File: src/rtl/apb_regbank_pkg.sv
// Shared types and helpers for the parametrised APB register bank:
// transfer FSM states, wait counter width and the interrupt register offsets.
package apb_regbank_pkg;

   typedef enum logic [0:0] {
      IDLE   = 1'b0,
      ACCESS = 1'b1
   } apb_state_e;

   localparam int unsigned CNT_W = 2;

   function automatic logic [31:0] status_offset(input int unsigned num_regs);
      return 32'(4 * num_regs);
   endfunction

   function automatic logic [31:0] enable_offset(input int unsigned num_regs);
      return 32'(4 * num_regs + 4);
   endfunction

endpackage

File: src/rtl/apb_regbank_param_if.sv
// APB bus bundle between fabric (master) and the register bank (slave).
interface apb_regbank_param_if #(
   parameter int ADDR_WIDTH = 8
) ();
   logic                  PSEL;
   logic                  PENABLE;
   logic                  PWRITE;
   logic [ADDR_WIDTH-1:0] PADDR;
   logic [31:0]           PWDATA;
   logic [31:0]           PRDATA;
   logic                  PREADY;
   logic                  PSLVERR;

   modport master (
      output PSEL, PENABLE, PWRITE, PADDR, PWDATA,
      input  PRDATA, PREADY, PSLVERR
   );

   modport slave (
      input  PSEL, PENABLE, PWRITE, PADDR, PWDATA,
      output PRDATA, PREADY, PSLVERR
   );
endinterface

File: src/rtl/apb_regbank_irq.sv
// Interrupt status (W1C, hardware set wins over clear), enable register
// and the registered interrupt output.
module apb_regbank_irq #(
   parameter int NUM_IRQ = 8
) (
   input  logic               clk,
   input  logic               rst_n,
   input  logic [NUM_IRQ-1:0] hw_irq_set,
   input  logic               status_we,
   input  logic               enable_we,
   input  logic [NUM_IRQ-1:0] wdata,
   output logic [NUM_IRQ-1:0] status,
   output logic [NUM_IRQ-1:0] enable,
   output logic               irq
);
   logic [NUM_IRQ-1:0] status_q, status_d;
   logic [NUM_IRQ-1:0] enable_q, enable_d;
   logic               irq_q, irq_d;

   // Set is OR-ed in after the clear so a coincident set keeps the bit.
   always_comb begin
      if (status_we) begin
         status_d = (status_q & ~wdata) | hw_irq_set;
      end else begin
         status_d = status_q | hw_irq_set;
      end
      if (enable_we) begin
         enable_d = wdata;
      end else begin
         enable_d = enable_q;
      end
      irq_d = |(status_q & enable_q);
   end

   always_ff @(posedge clk or negedge rst_n) begin
      if (!rst_n) begin
         status_q <= '0;
         enable_q <= '0;
         irq_q    <= 1'b0;
      end else begin
         status_q <= status_d;
         enable_q <= enable_d;
         irq_q    <= irq_d;
      end
   end

   assign status = status_q;
   assign enable = enable_q;
   assign irq    = irq_q;
endmodule

File: src/rtl/apb_regbank_param.sv
// APB slave register bank: NUM_REGS RW registers with write-notify pulses,
// an interrupt status/enable pair and WAIT_STATES programmable wait states.
module apb_regbank_param
   import apb_regbank_pkg::*;
#(
   parameter int                            ADDR_WIDTH  = 8,
   parameter int                            NUM_REGS    = 4,
   parameter int                            REG_WIDTH   = 32,
   parameter logic [NUM_REGS*REG_WIDTH-1:0] RESET_VAL   = '0,
   parameter int                            WAIT_STATES = 0,
   parameter int                            NUM_IRQ     = 8
) (
   input  logic                          RegClk,
   input  logic                          RegResetN,
   apb_regbank_param_if.slave            apb,
   output logic [NUM_REGS*REG_WIDTH-1:0] swi_reg,
   output logic [NUM_REGS-1:0]           swi_wr_pulse,
   input  logic [NUM_IRQ-1:0]            hw_irq_set,
   output logic                          irq
);
   localparam int DW = (REG_WIDTH > NUM_IRQ) ? REG_WIDTH : NUM_IRQ;

   apb_state_e            state_q, state_d;
   logic [CNT_W-1:0]      cnt_q, cnt_d;
   logic [ADDR_WIDTH-1:0] addr_q, addr_d;
   logic                  write_q, write_d;
   logic [DW-1:0]         wdata_q, wdata_d;
   logic [NUM_REGS-1:0]   wr_pulse_q, wr_pulse_d;

   logic [31:0]         addr_ext_s;
   logic [NUM_REGS-1:0] reg_hit_s;
   logic [NUM_REGS-1:0] reg_we_s;
   logic                status_hit_s;
   logic                enable_hit_s;
   logic                err_s;
   logic                pready_s;
   logic                commit_s;
   logic                status_we_s;
   logic                enable_we_s;
   logic [31:0]         reg_ext_s [NUM_REGS];
   logic [31:0]         rd_mux_s;
   logic [NUM_IRQ-1:0]  status_s;
   logic [NUM_IRQ-1:0]  enable_s;

   // FSM state, wait counter and the transfer captured in SETUP
   always_ff @(posedge RegClk or negedge RegResetN) begin
      if (!RegResetN) begin
         state_q    <= IDLE;
         cnt_q      <= '0;
         addr_q     <= '0;
         write_q    <= 1'b0;
         wdata_q    <= '0;
         wr_pulse_q <= '0;
      end else begin
         state_q    <= state_d;
         cnt_q      <= cnt_d;
         addr_q     <= addr_d;
         write_q    <= write_d;
         wdata_q    <= wdata_d;
         wr_pulse_q <= wr_pulse_d;
      end
   end

   always_comb begin
      state_d = state_q;
      cnt_d   = cnt_q;
      addr_d  = addr_q;
      write_d = write_q;
      wdata_d = wdata_q;
      case (state_q)
         IDLE: begin
            if (apb.PSEL && !apb.PENABLE) begin
               state_d = ACCESS;
               cnt_d   = CNT_W'(WAIT_STATES);
               addr_d  = apb.PADDR;
               write_d = apb.PWRITE;
               wdata_d = apb.PWDATA[DW-1:0];
            end else begin
               state_d = IDLE;
            end
         end
         ACCESS: begin
            // Master dropped PSEL/PENABLE mid-transfer: abandon without effect.
            if (!(apb.PSEL && apb.PENABLE)) begin
               state_d = IDLE;
               cnt_d   = '0;
            end else if (cnt_q != '0) begin
               cnt_d = cnt_q - CNT_W'(1);
            end else begin
               state_d = IDLE;
            end
         end
         default: begin
            state_d = IDLE;
            cnt_d   = '0;
         end
      endcase
   end

   always_comb begin
      pready_s    = (state_q == ACCESS) && (cnt_q == '0) && apb.PSEL && apb.PENABLE;
      commit_s    = pready_s && write_q && !err_s;
      reg_we_s    = reg_hit_s & {NUM_REGS{commit_s}};
      status_we_s = commit_s && status_hit_s;
      enable_we_s = commit_s && enable_hit_s;
      wr_pulse_d  = reg_we_s;
   end

   assign apb.PREADY  = pready_s;
   assign apb.PSLVERR = pready_s && err_s;
   assign apb.PRDATA  = (pready_s && !write_q && !err_s) ? rd_mux_s : 32'h0;

   // Only word-aligned mapped offsets hit, so misalignment falls out as an error.
   assign addr_ext_s = 32'(addr_q);
   always_comb begin
      reg_hit_s = '0;
      for (int i = 0; i < NUM_REGS; i++) begin
         reg_hit_s[i] = (addr_ext_s == 32'(4 * i));
      end
      status_hit_s = (addr_ext_s == status_offset(NUM_REGS));
      enable_hit_s = (addr_ext_s == enable_offset(NUM_REGS));
      err_s        = !(|reg_hit_s || status_hit_s || enable_hit_s);
   end

   always_comb begin
      rd_mux_s = 32'h0;
      for (int i = 0; i < NUM_REGS; i++) begin
         rd_mux_s = rd_mux_s | (reg_hit_s[i] ? reg_ext_s[i] : 32'h0);
      end
      rd_mux_s = rd_mux_s | (status_hit_s ? 32'(status_s) : 32'h0)
                          | (enable_hit_s ? 32'(enable_s) : 32'h0);
   end

   for (genvar g = 0; g < NUM_REGS; g++) begin : g_reg
      logic [REG_WIDTH-1:0] reg_q, reg_d;

      always_comb begin
         if (reg_we_s[g]) begin
            reg_d = wdata_q[REG_WIDTH-1:0];
         end else begin
            reg_d = reg_q;
         end
      end

      always_ff @(posedge RegClk or negedge RegResetN) begin
         if (!RegResetN) begin
            reg_q <= RESET_VAL[g*REG_WIDTH +: REG_WIDTH];
         end else begin
            reg_q <= reg_d;
         end
      end

      assign swi_reg[g*REG_WIDTH +: REG_WIDTH] = reg_q;
      assign reg_ext_s[g] = 32'(reg_q);
   end

   assign swi_wr_pulse = wr_pulse_q;

   apb_regbank_irq #(
      .NUM_IRQ (NUM_IRQ)
   ) u_irq (
      .clk        (RegClk),
      .rst_n      (RegResetN),
      .hw_irq_set (hw_irq_set),
      .status_we  (status_we_s),
      .enable_we  (enable_we_s),
      .wdata      (wdata_q[NUM_IRQ-1:0]),
      .status     (status_s),
      .enable     (enable_s),
      .irq        (irq)
   );
endmodule

File: src/flat_wrapper.sv
// flat-port wrapper written by rule: the top's interface ports become plain ports
module apb_regbank_param_flat import apb_regbank_pkg::*;
#(
   parameter int                            ADDR_WIDTH  = 8,
   parameter int                            NUM_REGS    = 4,
   parameter int                            REG_WIDTH   = 32,
   parameter logic [NUM_REGS*REG_WIDTH-1:0] RESET_VAL   = '0,
   parameter int                            WAIT_STATES = 0,
   parameter int                            NUM_IRQ     = 8
)
  (RegClk, RegResetN, swi_reg, swi_wr_pulse, hw_irq_set, irq, apb_PSEL, apb_PENABLE, apb_PWRITE, apb_PADDR, apb_PWDATA, apb_PRDATA, apb_PREADY, apb_PSLVERR);
  apb_regbank_param_if #(.ADDR_WIDTH(ADDR_WIDTH)) apb_i ();
  input  logic RegClk;
  input  logic RegResetN;
  output logic [NUM_REGS*REG_WIDTH-1:0] swi_reg;
  output logic [NUM_REGS-1:0] swi_wr_pulse;
  input  logic [NUM_IRQ-1:0] hw_irq_set;
  output logic irq;
  input wire logic [$bits(apb_i.PSEL)-1:0] apb_PSEL;
  input wire logic [$bits(apb_i.PENABLE)-1:0] apb_PENABLE;
  input wire logic [$bits(apb_i.PWRITE)-1:0] apb_PWRITE;
  input wire logic [$bits(apb_i.PADDR)-1:0] apb_PADDR;
  input wire logic [$bits(apb_i.PWDATA)-1:0] apb_PWDATA;
  output wire logic [$bits(apb_i.PRDATA)-1:0] apb_PRDATA;
  output wire logic [$bits(apb_i.PREADY)-1:0] apb_PREADY;
  output wire logic [$bits(apb_i.PSLVERR)-1:0] apb_PSLVERR;
  assign apb_i.PSEL = apb_PSEL;
  assign apb_i.PENABLE = apb_PENABLE;
  assign apb_i.PWRITE = apb_PWRITE;
  assign apb_i.PADDR = apb_PADDR;
  assign apb_i.PWDATA = apb_PWDATA;
  assign apb_PRDATA = apb_i.PRDATA;
  assign apb_PREADY = apb_i.PREADY;
  assign apb_PSLVERR = apb_i.PSLVERR;
  apb_regbank_param #(.ADDR_WIDTH(ADDR_WIDTH), .NUM_REGS(NUM_REGS), .REG_WIDTH(REG_WIDTH), .RESET_VAL(RESET_VAL), .WAIT_STATES(WAIT_STATES), .NUM_IRQ(NUM_IRQ)) u_core (.RegClk(RegClk), .RegResetN(RegResetN), .apb(apb_i), .swi_reg(swi_reg), .swi_wr_pulse(swi_wr_pulse), .hw_irq_set(hw_irq_set), .irq(irq));
endmodule
File: config.mk
export PLATFORM = sky130hd
export DESIGN_NAME = apb_regbank_param_flat
export DESIGN_NICKNAME = d
export VERILOG_FILES = /design/src/rtl/apb_regbank_pkg.sv /design/src/rtl/apb_regbank_param_if.sv /design/src/rtl/apb_regbank_irq.sv /design/src/rtl/apb_regbank_param.sv /design/src/flat_wrapper.sv
export SDC_FILE = /design/constraint.sdc
export NUM_CORES = 1
export LEC_CHECK = 0
export ABC_AREA = 0
export CORE_MARGIN = 5
export CORE_UTILIZATION = 35
export DETAILED_ROUTE_END_ITERATION = 12
export GPL_ROUTABILITY_DRIVEN = 0
export HOLD_SLACK_MARGIN = 0.03
export PLACE_DENSITY = 0.6
export SKIP_CTS_REPAIR_TIMING = 1
export SLEW_MARGIN = 15
export SYNTH_ARGS = -nofsm -noshare
export SYNTH_HDL_FRONTEND = slang
export SYNTH_HIERARCHICAL = 1
export SYNTH_SLANG_ARGS = --single-unit
export TNS_END_PERCENT = 20
File: constraint.sdc
create_clock -name RegClk -period 3.5 [get_ports RegClk]
set_clock_uncertainty 0.15 [all_clocks]
set_input_delay 0.525 -clock RegClk [delete_from_list [all_inputs] [get_ports RegClk]]
set_output_delay 0.525 -clock RegClk [all_outputs]
set_load 0.005 [all_outputs]
==> results of run 1 <==
[final cells by class]
type | instances | area share, %
multi-input combinational | 377 | 30.5
clock inverter | 12 | 1.14
timing repair buffer | 243 | 20.5
tap | 324 | 3.39
clock buffer | 20 | 3.82
inverter | 3 | 0.0943
sequential | 193 | 40.5
[state kept, by name, summed over array words and instances, names as in the netlist]
signal	flops
u_core/cnt_q	2
u_core/u_irq/status	8
u_core/u_irq/enable	8
u_core/addr_q	8
u_core/u_irq/irq	1
u_core/write_q	1
u_core/g.reg_q	128
u_core/wdata_q	32
u_core/swi_wr_pulse	4
u_core/state_q	1
[worst max path at each step]
stage	to	depth (start not counted)	start
after global routing	apb_PRDATA[31]	7	u_core/cnt_q[0]
after detailed placement	apb_PRDATA[31]	6	apb_PSEL
after CTS	apb_PRDATA[23]	5	u_core/addr_q[3]
after floorplan	apb_PRDATA[11]	7	u_core/cnt_q[0]
after global placement	apb_PRDATA[31]	6	apb_PSEL
final	apb_PRDATA[31]	7	u_core/cnt_q[0]
[per-layer routing]
metal,vias to the layer above,GRT usage (%),share of wire (%)
met3,34,3.80,5.8
met2,192,29.2,49
met5,-,0,0
met1,3064,23.2,43
met4,0,6.25,2.4
li1,2656,-,-
[power groups by stage]
stage	clock network (mW)	registers (mW)	logic, mW
3_3_place_gp	0	2.53	0.508
3_5_place_dp	0	2.54	0.521
5_1_grt	2.11	2.52	0.552
4_1_cts	2.04	2.50	0.523
6_report	1.97	2.50	0.517
2_1_floorplan	0	2.46	0.314
[critical path: stages, from the launching register on]
cell             delay [ns]
dfrtp_1                0.40
inv_1                  0.07
ha_1                   0.21
nand4_1                0.16
or4_4                  0.52
buf_12                 0.19
nor2_1                 0.16
clkdlybuf4s50_1        0.53
[metrics by stage]
stage	TNS, ns	setup WS (ns)	cell area (µm²)	util (%)	power (mW)
global route	0	0.0188	11900	48.8	5.19
CTS	-0.107	-0.0443	11900	48.7	5.05
floorplan	0	1.12	8730	-	2.78
global placement	0	0.166	11300	46.3	3.04
finish	0	0.151	11900	48.8	4.98
detailed placement	0	0.133	11300	46.3	3.06
[layout by cell type (no fill, tap or decap), types with 4 or more instances in the layout]
cell type / instances
clkdlybuf4s50_1: 218
dfrtp_1: 192
mux2_2: 157
mux2i_1: 62
nor2_1: 38
o22a_1: 24
mux2_4: 18
clkbuf_16: 17
buf_4: 17
nand2_1: 13
a22oi_1: 10
mux2_1: 8
a21o_1: 8
o22ai_1: 6
buf_12: 6
inv_8: 5
nor2_4: 4
[cells by family after synthesis]
family                   Yosys count  synth area share (%)
multiplexers                     247                  32.1
buffers and inverters             41                  3.08
AND/OR/NAND/NOR                   73                  4.33
AO/OA/AOI/OAI                     56                  5.03
flip-flops                       193                  55.3
adder cells (fa/ha/maj)            1                 0.143
==> results.toml, run 1 <==
[synthesis]
synth_cell_types = 40
yosysTopAreaCell = "dfrtp_1"
netlist_instances = 611
yosys_warnings = 6
synthArstFlopShare_pct = 100
synth-edff-count = 0
synthFlopType = "dfrtp_1"
ys_ff_latch = 193
synthesis.area_mm2 = 0.00873
synth_area_leaders = "dfrtp_1 55%, mux2_2 20%, mux2i_1 7.1%, mux2_4 3.1%, o22a_1 2.4%"
synth.avg_cell_area_um2 = 14.3
synth_common_cells = "193 x dfrtp_1, 157 x mux2_2, 62 x mux2i_1, 38 x nor2_1, 24 x o22a_1"
ys_seq_area_share_pct = 55.3
yosysMostFrequentCell = "dfrtp_1"
yosys.area.top_type_share_pct = 55.3
syn_nets = 665

[finish]
drive_above_1_share_pct = 28.7
multi_input_area_mm2 = 0.00365
seqCellArea_mm2 = 0.00483
insertedDiodeCount = 0
fin_cells = 1172
fillers = 2120
syn_to_final_growth_pct = 36.9
fin_nets = 889

[floorplan]
rows = 57
io_pins = 220
fp.dieH_um = 168
initial_utilization_pct = 35.7
core_mm2 = 0.0245
fp.dieW_um = 168
dieArea_mm2 = 0.0282

[routing]
first_pass_iters = 5
first_iter_violations = 324
drc = 0
wire_per_inst_um = 21.5
finalWirelength_um = 25100
antenna_left = 0
routed_via_density = 5.07
vias = 5946

[setup_path]
required_ns = 2.82
end_kind = "output pin"
timing.rr.end = "u_core/g_reg[0].reg_q[11]"
start_kind = "register"
r2r_start = "u_core/cnt_q[0]"
crit_type = "register to output pin"
reg2regPathDepth = 9
path_max_fanout = 24
r2r_setup_slack_ns = 0.91
arrival_ns = 2.67

[timing]
worst_pin_slew_ns = 0.637
finalSetupViolCount = 0
drv_slew = 0
period_share_pct = 95.7
hold_violations = 0
holdWs_ns = 0.358
rsz0062_at_grt = "false"
min_period_ns = 3.35
slew-limit-headroom_pct = 57.6
fmax_mhz = 299

[clocking]
cts-root-buf = "clkbuf_16"
clockBufferDepth = 2
worstSkewPairLatency_ns = 0.43
cts_num_sinks = 193
cts_tree = "yes"
cts_buffers = 17
htree_levels = 4
clkTransAtPathRegs_ns = 0.08

[hold_path]
min_path_cells = 1
hold_end = "u_core/cnt_q[0]"
hp-start = "u_core/cnt_q[0]"
hold_path_class = "register to register"

[power_and_ir_drop]
p_int_mw = 3.67
p_clk_share_pct = 39.5
p_leak_nw = 5.15
seqPwrFrac_pct = 50.2
p_switching_mw = 1.31
peakVddDrop_mv = 0.291
power.density_mw_per_mm2 = 417
p_comb_share_pct = 10.4
swShare_pct = 26.3

[global_routing]
track_usage_pct = 17.7
first_global_vias = 6615
antenna_found_initial = 0
grt_max_degree = 82
grt_pass1_wl_um = 39500
grt_overflow = 0

[status]
status = "finished, final reports clean"

[placed_design]
dp.cells = 1139
io_buffers = 219
dp_hpwl_um = 17500

[job]
maxCapViolCount = 0
(Power assumes the default switching activity.)
==> run 2: changes to the inputs <==
--- a/config.mk
+++ b/config.mk
@@ -6,14 +6,15 @@
 export NUM_CORES = 1
 export LEC_CHECK = 0
 export ABC_AREA = 0
+export CAP_MARGIN = 20
 export CORE_MARGIN = 5
 export CORE_UTILIZATION = 35
 export DETAILED_ROUTE_END_ITERATION = 12
 export GPL_ROUTABILITY_DRIVEN = 0
 export HOLD_SLACK_MARGIN = 0.03
-export PLACE_DENSITY = 0.6
+export PLACE_DENSITY = 0.7
 export SKIP_CTS_REPAIR_TIMING = 1
-export SLEW_MARGIN = 15
+export SLEW_MARGIN = 25
 export SYNTH_ARGS = -nofsm -noshare
 export SYNTH_HDL_FRONTEND = slang
 export SYNTH_HIERARCHICAL = 1
==> results.toml, run 2 (same netlist as run 1, synthesis figures left out) <==
[finish]
final_cell_mix = "218 x clkdlybuf4s50_1, 192 x dfrtp_1, 157 x mux2_2, 62 x mux2i_1, 38 x nor2_1"
largest_reg_flops = 128
layout_commonest_cell = "clkdlybuf4s50_1"
fin_nets = 888
fillers = 2191
drive_above_1_share_pct = 28.8
reg.largest.list = "u_core/g.reg_q (128), u_core/wdata_q (32)"
syn_to_final_growth_pct = 36.5
insertedDiodeCount = 0
top_register = "u_core/g.reg_q"

[global_routing]
grt_pass1_wl_um = 37800
grt_max_degree = 84
grt_overflow = 0
antenna_found_initial = 0
first_global_vias = 6306
track_usage_pct = 16.9

[status]
status = "finished, final reports clean"

[power_and_ir_drop]
p_int_mw = 3.57
p_leak_nw = 5.12
swShare_pct = 26.8
totalPowerFinal_mw = 4.88
p_switching_mw = 1.31
power.density_mw_per_mm2 = 410
peakVddDrop_mv = 0.342
p_comb_share_pct = 10.3
p_clk_share_pct = 38.5
seqPwrFrac_pct = 51.3

[routing]
vias = 5879
routed_via_density = 5.02
finalWirelength_um = 23800
wire_per_inst_um = 20.3
first_pass_iters = 4
antenna_left = 0
first_iter_violations = 312
drc = 0

[timing]
rsz0062_at_grt = "false"
min_period_ns = 3.34
slew-limit-headroom_pct = 52.0
period_share_pct = 95.5
fmax_mhz = 299
tns_ns = 0
holdWs_ns = 0.342
drv_slew = 0
hold_violations = 0
setup_ws_ns = 0.158
worst_pin_slew_ns = 0.714
finalSetupViolCount = 0

[setup_path]
r2r_start = "u_core/addr_q[4]"
crit_start = "u_core/addr_q[4]"
path_cells = "nor4_4, nand3_4, a2bb2oi_1, nor2_1, clkdlybuf4s50_1"
arrival_ns = 2.67
required_ns = 2.82
path_max_fanout = 9
start_kind = "register"
end_kind = "output pin"
cpPeakStageDelay_ns = 0.73
crit_type = "register to output pin"
cp_slowest_cell = "nor4_4"

[clocking]
htree_levels = 4
cts_tree = "yes"
cts-root-buf = "clkbuf_16"
worstSkewPairLatency_ns = 0.42
clkTransAtPathRegs_ns = 0.07
cts_num_sinks = 193
cts_buffers = 17
clockBufferDepth = 2

[floorplan]
fp.dieH_um = 168
io_pins = 220
fp.dieW_um = 168
dieArea_mm2 = 0.0282
core_mm2 = 0.0245
initial_utilization_pct = 35.7
rows = 57

[placed_design]
pre_cts_ws_ns = 0.0599
dp_hpwl_um = 16400
io_buffers = 219

[job]
maxCapViolCount = 0

[hold_path]
hp-start = "u_core/cnt_q[1]"
hold_path_class = "register to register"
run 2: through the flow:
stage                     area (µm²)  util, %  cells
after floorplan                 8730        -    611
final                          11900     48.7   1171
after global routing           11900     48.7   1171
after global placement         11300     46.3   1138
after CTS                      11900     48.6   1170
after detailed placement       11300     46.3   1138
run 2: layer usage:
layer	vias up	global-route usage [%]	share of wire, %	wire length, µm
met2	173	27.6	48	11500
met5	-	0	0	0
met3	13	4.81	6.0	1430
met4	0	3.39	0.80	191
li1	2662	-	-	-
met1	3031	22.6	45	10700
run 2: area by class of cell:
type / instances / area [µm²] / area share (%)
tap: 324 / 405 / 3.40
sequential: 193 / 4830 / 40.6
clock buffer: 19 / 443 / 3.72
multi-input combinational: 377 / 3650 / 30.7
inverter: 3 / 11.3 / 0.0946
timing repair buffer: 242 / 2450 / 20.5
clock inverter: 13 / 116 / 0.977
run 2: worst paths after layout:
path | to | slack (ns) | cells after the start
setup / recovery | apb_PRDATA[6] | 0.16 | 5
hold / removal | u_core/cnt_q[1] | 0.34 | 2
setup reg to reg | u_core/g_reg[3].reg_q[28] | 0.85 | 5
hold reg to reg | u_core/cnt_q[1] | 0.34 | 2
max in group asynchronous | u_core/g_reg[1].reg_q[26] | 1.85 | 3
min in group asynchronous | u_core/addr_q[7] | 0.48 | 2
run 2: power by group through the flow:
stage               combinational, mW  sequential [mW]  clock [mW]
floorplan                       0.314             2.46           0
global placement                0.495             2.54           0
detailed placement              0.504             2.54           0
CTS                             0.506             2.50        1.94
global route                    0.538             2.52        2.02
finish                          0.501             2.50        1.88
run 2: critical path: cells and delay by family, from the launching register on:
family,cells,cell delay (ns)
AND/OR/NAND/NOR,3,1.03
flip-flops,1,0.53
buffers and inverters,1,0.51
AO/OA/AOI/OAI,1,0.17
==> run 3: changes to the inputs <==
--- a/config.mk
+++ b/config.mk
@@ -13,7 +13,6 @@
 export GPL_ROUTABILITY_DRIVEN = 0
 export HOLD_SLACK_MARGIN = 0.03
 export PLACE_DENSITY = 0.7
-export SKIP_CTS_REPAIR_TIMING = 1
 export SLEW_MARGIN = 25
 export SYNTH_ARGS = -nofsm -noshare
 export SYNTH_HDL_FRONTEND = slang
==> results.toml, run 3 (same netlist as run 1, synthesis figures left out) <==
[routing]
finalWirelength_um = 23800
drc = 0
first_iter_violations = 311
routed_via_density = 5.01
wire_per_inst_um = 20.3
vias = 5865
antenna_left = 0
first_pass_iters = 4

[job]
maxCapViolCount = 0

[timing]
period_share_pct = 95.5
fmax_mhz = 299
finalSetupViolCount = 0
hold_violations = 0
rsz0062_at_grt = "false"
slew-limit-headroom_pct = 52.0
tns_ns = 0
worst_pin_slew_ns = 0.715
drv_slew = 0
min_period_ns = 3.34

[global_routing]
grt_overflow = 0
track_usage_pct = 16.9
grt_max_degree = 84
first_global_vias = 6320
grt_pass1_wl_um = 37800
antenna_found_initial = 0

[floorplan]
core_mm2 = 0.0245
initial_utilization_pct = 35.7
dieArea_mm2 = 0.0282
rows = 57
io_pins = 220
fp.dieH_um = 168
fp.dieW_um = 168

[clocking]
htree_levels = 4
cts_tree = "yes"
cts-root-buf = "clkbuf_16"
clkTransAtPathRegs_ns = 0.07
worstSkewPairLatency_ns = 0.42
cts_num_sinks = 193
post_cts_buffers = 0
clockBufferDepth = 2
cts_buffers = 17

[setup_path]
start_kind = "register"
reg2regPathDepth = 5
required_ns = 2.82
crit_type = "register to output pin"
arrival_ns = 2.67
end_kind = "output pin"
path_max_fanout = 9

[finish]
syn_to_final_growth_pct = 36.5
insertedDiodeCount = 0
reg.largest.list = "u_core/g.reg_q (128), u_core/wdata_q (32)"
top_register = "u_core/g.reg_q"
largest_reg_flops = 128
drive_above_1_share_pct = 28.8
fillers = 2191
layout_commonest_cell = "clkdlybuf4s50_1"
final_cell_mix = "218 x clkdlybuf4s50_1, 192 x dfrtp_1, 157 x mux2_2, 62 x mux2i_1, 38 x nor2_1"
fin_nets = 888

[power_and_ir_drop]
power.density_mw_per_mm2 = 410
peakVddDrop_mv = 0.342
totalPowerFinal_mw = 4.88
p_leak_nw = 5.12

[hold_path]
hold_path_class = "register to register"
min_path_cells = 2

[status]
status = "finished, final reports clean"

[placed_design]
io_buffers = 219
dp_hpwl_um = 16400
[run 3: cell counts in the layout (fill, tap and decap cells not counted)]
No cell type changed its count.
[run 3: cell type report]
class                           count  area (µm²)  area share, %
Sequential cell                   193        4830           40.6
Tap cell                          324         405           3.40
Inverter                            3        11.3         0.0946
Timing Repair Buffer              242        2450           20.5
Multi-Input combinational cell    377        3650           30.7
Clock buffer                       19         443           3.72
Clock inverter                     13         116          0.977
[run 3: metrics by stage]
| stage | setup slack [ns] | utilization [%] | hold slack, ns | instances | instance area (µm²) |
|---|---|---|---|---|---|
| floorplan | 1.12 | - | 0.0794 | 611 | 8730 |
| global placement | 0.123 | 46.3 | 0.316 | 1138 | 11300 |
| detailed placement | 0.0599 | 46.3 | 0.329 | 1138 | 11300 |
| CTS | 0.00817 | 48.6 | 0.347 | 1171 | 11900 |
| global route | 0.00649 | 48.7 | 0.378 | 1171 | 11900 |
| finish | 0.157 | 48.7 | 0.342 | 1171 | 11900 |
[run 3: path summary, 6_finish.rpt]
kind | slack (ns) | endpoint | from
max | 0.16 | apb_PRDATA[6] | u_core/addr_q[4]
min | 0.34 | u_core/cnt_q[1] | u_core/cnt_q[1]
max reg2reg | 0.85 | u_core/g_reg[3].reg_q[28] | u_core/addr_q[4]
min reg2reg | 0.34 | u_core/cnt_q[1] | u_core/cnt_q[1]
max in group asynchronous | 1.85 | u_core/g_reg[1].reg_q[26] | RegResetN
min in group asynchronous | 0.48 | u_core/addr_q[7] | RegResetN
[run 3: where the power goes]
group	leakage (nW)	internal (mW)	switching [mW]
clock network	0.263	0.957	0.922
registers	2.56	2.33	0.170
logic	2.29	0.282	0.219
total	5.12	3.57	1.31
[run 3: timing repair]
item / CTS / global route
gates resized for setup: 3 / 3
hold endpoints to repair: 62 / 0
pin swaps: 0 / 2
setup endpoints to repair: 9 / 31
hold buffers: 1 / 0
[run 3: worst max-delay path, cell delays in order (launching register included)]
cell,delay [ns]
dfrtp_1,0.53
nor4_4,0.73
nand3_4,0.20
a2bb2oi_1,0.17
nor2_1,0.10
clkdlybuf4s50_1,0.51
[run 3: per-layer routing]
metal	global-route usage (%)	part of all wire [%]	vias to the layer above
met5	0	0	-
met4	3.39	0.80	0
met3	4.81	5.8	13
met2	27.6	48	167
met1	22.6	45	3024
li1	-	-	2661
